$ cat config.mk
export PLATFORM = sky130hd
export DESIGN_NAME = matrix_scan
export DESIGN_NICKNAME = d
export VERILOG_FILES = /design/src/rtl/matrix_scan.sv
export SDC_FILE = /design/constraint.sdc
export NUM_CORES = 1
export LEC_CHECK = 0
export CORE_MARGIN = 2
export CORE_UTILIZATION = 30
export DETAILED_ROUTE_END_ITERATION = 6
export PLACE_DENSITY_LB_ADDON = 0.2
export SYNTH_ARGS = -nofsm -noshare
export SYNTH_HDL_FRONTEND = slang
export SYNTH_SLANG_ARGS = --single-unit
$ cat constraint.sdc
create_clock -name clk -period 1.9 [get_ports clk]
set_input_delay 0.19 -clock clk [delete_from_list [all_inputs] [get_ports clk]]
set_output_delay 0.19 -clock clk [all_outputs]
set_load 0.02 [all_outputs]
$ cat src/rtl/matrix_scan.sv
// matrix_scan: renders the ball and both paddles onto a row-multiplexed
// 16x16 LED matrix.
//
// Each row is first held dark for BLANK cycles to suppress ghosting. It is
// then driven for DWELL cycles. One frame is 16*(BLANK+DWELL) cycles long.
// All positions are copied into shadow registers on the frame_start cycle,
// so one frame always shows one consistent snapshot.
//
// Ports:
//   clk          game clock
//   reset        synchronous, active-low reset
//   ball_x/y     ball column/row, 0..15
//   lpad/rpad    top row of the left (column 0) / right (column 15) paddle
//   row          index of the currently selected row
//   row_en       high while the selected row is driven
//   cols         column drive; bit i lights column i
//   frame_start  one-cycle pulse on the first cycle of each frame
//   dbg_state    current FSM state (0 = BLANK, 1 = DRIVE)
module matrix_scan #(
  parameter int DWELL      = 8,
  parameter int BLANK      = 1,
  parameter int PADDLE_LEN = 3
) (
  input  logic        clk,
  input  logic        reset,
  input  logic [3:0]  ball_x,
  input  logic [3:0]  ball_y,
  input  logic [3:0]  lpad,
  input  logic [3:0]  rpad,
  output logic [3:0]  row,
  output logic        row_en,
  output logic [15:0] cols,
  output logic        frame_start,
  output logic        dbg_state
);

  localparam int MAXP = (DWELL > BLANK) ? DWELL : BLANK;
  localparam int PW   = (MAXP > 1) ? $clog2(MAXP) : 1;

  typedef enum logic {
    S_BLANK = 1'b0,
    S_DRIVE = 1'b1
  } state_e;

  state_e        state_q, state_d;
  logic [3:0]    row_q, row_d;
  logic [PW-1:0] phase_q, phase_d;
  // run_q is clear for the first cycle after reset. The scan is held at
  // row 0 / phase 0 until run_q sets. This keeps frame_start low while
  // reset is held, and makes it pulse on the first cycle after release.
  logic          run_q;
  logic [3:0]    sh_bx_q, sh_by_q, sh_lp_q, sh_rp_q;
  logic          fs_w;
  logic [15:0]   pattern_w;

  assign fs_w = run_q && (state_q == S_BLANK) && (row_q == 4'd0) &&
                (phase_q == '0);

  // Next-state logic.
  always_comb begin
    state_d = state_q;
    row_d   = row_q;
    phase_d = phase_q;
    if (run_q) begin
      phase_d = phase_q + PW'(1);
      case (state_q)
        S_BLANK: begin
          if (phase_q == PW'(BLANK - 1)) begin
            state_d = S_DRIVE;
            phase_d = '0;
          end
        end
        S_DRIVE: begin
          if (phase_q == PW'(DWELL - 1)) begin
            state_d = S_BLANK;
            phase_d = '0;
            row_d   = row_q + 4'd1;
          end
        end
        default: begin
          state_d = S_BLANK;
          phase_d = '0;
        end
      endcase
    end
  end

  always_ff @(posedge clk) begin
    if (!reset) begin
      state_q <= S_BLANK;
      row_q   <= 4'd0;
      phase_q <= '0;
      run_q   <= 1'b0;
      sh_bx_q <= 4'd0;
      sh_by_q <= 4'd0;
      sh_lp_q <= 4'd0;
      sh_rp_q <= 4'd0;
    end else begin
      state_q <= state_d;
      row_q   <= row_d;
      phase_q <= phase_d;
      run_q   <= 1'b1;
      if (fs_w) begin
        sh_bx_q <= ball_x;
        sh_by_q <= ball_y;
        sh_lp_q <= lpad;
        sh_rp_q <= rpad;
      end
    end
  end

  // Row pattern, decoded from registered state only.
  // The paddle span is compared in 5 bits. A paddle near the bottom is
  // clipped at row 15 and does not wrap to row 0.
  always_comb begin
    pattern_w = '0;
    if (row_q == sh_by_q)
      pattern_w[sh_bx_q] = 1'b1;
    if (({1'b0, row_q} >= {1'b0, sh_lp_q}) &&
        ({1'b0, row_q} <= ({1'b0, sh_lp_q} + 5'(PADDLE_LEN - 1))))
      pattern_w[0] = 1'b1;
    if (({1'b0, row_q} >= {1'b0, sh_rp_q}) &&
        ({1'b0, row_q} <= ({1'b0, sh_rp_q} + 5'(PADDLE_LEN - 1))))
      pattern_w[15] = 1'b1;
  end

  assign row         = row_q;
  assign row_en      = (state_q == S_DRIVE);
  assign cols        = (state_q == S_DRIVE) ? pattern_w : 16'h0000;
  assign frame_start = fs_w;
  assign dbg_state   = state_q;

endmodule

==> metrics.txt <==
worst clock skew=8.62 ps; Worst Setup SP=sh_lp_q[2]; Routability Congestion=0.804; number of flip-flops and latches in the synthesized netlist=25; number of instances in the synthesized netlist=around 180; top post-synthesis cells by count=sky130_fd_sc_hd__dfxtp_1 (25), sky130_fd_sc_hd__nor2b_1 (22), sky130_fd_sc_hd__ha_1 (21); effective utilization at floorplan=30.6%; number of I/O port buffers=40; slack of the worst reg-to-reg path=380 ps; f_max=490 MHz; hold path start=phase_q[1]; final count of negative-setup-slack endpoints=2; kind of start point of the critical path=register; max-cap violations=0; count of distinct cell types in the synthesized netlist=35; total count of hold-check failures in the final report=0; power per unit of standard cell area=560 mW/mm²; class of the tightest hold or removal check=reg -> reg; Primary FF master, synth=sky130_fd_sc_hd__dfxtp_1; clock input transition at the sequential cells of the worst setup and hold paths=90 ps; floorplan row count=27; Die Height=about 78 µm; slew of the pin with the lowest slew margin=290 ps; overall die area=0.00613 mm²; vias in the first global route=1462; CP Capture Point=cols[0]; antenna violations before repair=0; final-layout setup total negative slack=-223 ps; total of fill cells in the finished design=549; Worst-Skew Late Latency=280 ps; CP Data Required Time=approximately 1700 ps; result of the run=finished, violations left; met2 Use GR=21.7%; Max FO, Critical Path=3; portion of synthesized cell area occupied by the leading cell type=30.2%; leading cell type by number of instances after synthesis=sky130_fd_sc_hd__dfxtp_1; Synthesis Warnings=0; leakage power total=1.04 nW; Worst Path Arrival=1850 ps; worst vdd ir=0.263 mV; Yosys top cell by area=sky130_fd_sc_hd__dfxtp_1; Worst Reg2Reg Path Length in Cells=8; final worst path period share=107%; busiest layer in global routing=met2; pin count of the biggest net entering global routing=19; Total Nets Final=284; final wirelength=3940 µm; met1 demand-to-capacity share in global routing=a little under a fifth; number of non-filler instances in the completed layout=between 300 and 400; final worst setup slack=-142 ps; largest cells by area after synthesis=sky130_fd_sc_hd__dfxtp_1 (30%), sky130_fd_sc_hd__ha_1 (16%), sky130_fd_sc_hd__mux2i_1 (10%), sky130_fd_sc_hd__nor2b_1 (8.3%), sky130_fd_sc_hd__xnor2_1 (4.2%); total grt overflow=0; die width=78.3 µm; Antenna Violating Nets Remaining=0; startpoint of the worst-slack reg-to-reg timing path=phase_q[0]; RSZ-0062 raised after global routing=yes; mean post-synth cell area=about 9 µm²; Synth Cell Area=approximately 0.0017 mm²; cts bufs inserted=3; core area=0.00541 mm²; violations in the final reports=setup timing; Final Core Density=45.7%; root buf cell=sky130_fd_sc_hd__clkbuf_8; worst setup path class=reg -> out; Cell Count Post-Placement=311; Final Critical Period=2040 ps; CTS tree=built; number of clock sinks=25; aggregate global-route resource usage=roughly 14%; depth of the CTS H-tree=1; wire per inst=12.5 µm; routed vias/inst=4.65; number of antenna cells inserted=0; Slew headroom=80.7%; capture point of the worst reg-to-reg path=sh_by_q[2]; wire length of the first global-routing pass=6780 µm; asr flop ratio synth=0%; area added between synthesis and finish=49.2%; number of buffers on the longest clock path=2; IO Pins=41; area of all placed cells without fillers=between 0.002 and 0.0025 mm²; DRC violation count after routing=0; Detailed Routing Iterations Pass 1=4; final max-slew violation count=0; cts hold-fix bufs=0; Seq/Total Area, Yosys=a little under a third; Vias=1468; Post-DP Area=0.00225 mm²; syn nets=around 220; Post-synth EDFFs=0; capturing element type of the critical path=output pin; count of routing violations after the opening detailed-route iteration=54; detailed placer's ending HPWL=2920 µm; met3 track demand over resource in global routing=2.99%; share of final-layout standard cells stronger than drive strength 1=between 30% and 40%
==> cell families (layout without fill, tap and decap cells) <==
family / Yosys count / after routing / share of synthesized area, %
AOI/OAI and AO/OA: 23 / 23 / 8.38
xor gates and xnor gates: 8 / 8 / 4.23
adders and majority gates: 21 / 21 / 15.9
buffers and inverters: 21 / 81 / 7.02
DFF: 25 / 25 / 30.2
muxes: 17 / 17 / 10.3
and+or+nand+nor: 69 / 69 / 24.0
==> cell usage in the layout, fill, tap and decap left out, types with 2 or more instances in the layout <==
cell and count:
sky130_fd_sc_hd__nand3_2 3, sky130_fd_sc_hd__a21boi_0 2, sky130_fd_sc_hd__ha_1 15, sky130_fd_sc_hd__clkbuf_8 3
sky130_fd_sc_hd__nand3b_1 2, sky130_fd_sc_hd__dfxtp_4 4, sky130_fd_sc_hd__buf_4 29, sky130_fd_sc_hd__nor2_1 13
sky130_fd_sc_hd__dfxtp_1 17, sky130_fd_sc_hd__xnor2_2 5, sky130_fd_sc_hd__buf_6 6, sky130_fd_sc_hd__clkdlybuf4s50_1 23
sky130_fd_sc_hd__nor2b_1 20, sky130_fd_sc_hd__nand2_1 6, sky130_fd_sc_hd__o211ai_1 3, sky130_fd_sc_hd__dfxtp_2 4
sky130_fd_sc_hd__nand4_1 3, sky130_fd_sc_hd__nor3_1 2, sky130_fd_sc_hd__ha_4 6, sky130_fd_sc_hd__nand2b_1 2
sky130_fd_sc_hd__clkbuf_2 2, sky130_fd_sc_hd__nor2b_4 2, sky130_fd_sc_hd__mux2i_1 17, sky130_fd_sc_hd__nand4b_1 2
sky130_fd_sc_hd__nand3_1 3, sky130_fd_sc_hd__xnor2_1 3, sky130_fd_sc_hd__o21ai_0 4, sky130_fd_sc_hd__inv_1 13
sky130_fd_sc_hd__a21oi_1 7, sky130_fd_sc_hd__and2_1 3
==> registers in the layout (all words and copies together), names as in the netlist <==
register / cells
row: 4
sh_bx_q: 4
sh_by_q: 4
sh_lp_q: 4
sh_rp_q: 4
phase_q: 3
dbg_state: 1
run_q: 1
==> timing repair <==
action | 4_1_cts | 5_1_grt
setup buffers | 0 | 1
setup endpoints to repair | 17 | 16
pin swaps | 8 | 17
gates resized for setup | 76 | 49
==> routing by layer <==
| layer | up-vias | part of all wire (%) |
|---|---|---|
| met3 | 4 | 4.9 |
| li1 | 749 | - |
| met2 | 39 | 46 |
| met5 | - | 0 |
| met4 | 0 | 1.5 |
| met1 | 676 | 47 |
==> power by group <==
group	internal, mW	leakage, nW	switching (mW)
clock	0.151	0.0228	0.185
combinational	0.242	0.809	0.204
sequential	0.558	0.210	0.0443
==> how the worst min path moves through the flow <==
stage                  to  slack (ps)  depth (start not counted)
5_1_grt        sh_rp_q[2]         510                          3
3_3_place_gp   phase_q[1]         490                          2
4_1_cts        sh_by_q[3]         510                          3
6_report       phase_q[1]         500                          2
3_5_place_dp   phase_q[1]         500                          2
2_1_floorplan       run_q         220                          0
==> layout make-up <==
class | count | area (µm²) | share of cell area (%)
flip-flops and latches | 25 | 520 | 21.1
multi-input cells | 138 | 1220 | 49.3
well taps | 72 | 90.1 | 3.65
repair buffers | 62 | 539 | 21.8
clock buffers | 4 | 45.0 | 1.82
inverters | 15 | 58.8 | 2.38
==> stage by stage <==
stage | power (mW) | hold slack [ps] | setup WS [ps]
after floorplan | 0.869 | 218 | 91.6
after global placement | 1.00 | 488 | -411
after detailed placement | 1.01 | 496 | -436
after CTS | 1.36 | 507 | -190
after global routing | 1.48 | 512 | -239
final | 1.38 | 504 | -142
==> worst max-delay path, cell delays in order (launching register included) <==
cell and delay [ps]:
sky130_fd_sc_hd__dfxtp_2 350, sky130_fd_sc_hd__ha_4 160, sky130_fd_sc_hd__xnor2_2 160, sky130_fd_sc_hd__ha_4 230, sky130_fd_sc_hd__a21oi_2 120, sky130_fd_sc_hd__nand2_1 70
sky130_fd_sc_hd__a31oi_2 200, sky130_fd_sc_hd__a22o_1 170, sky130_fd_sc_hd__buf_6 120
Note: power is estimated with default switching activity, not from simulation.
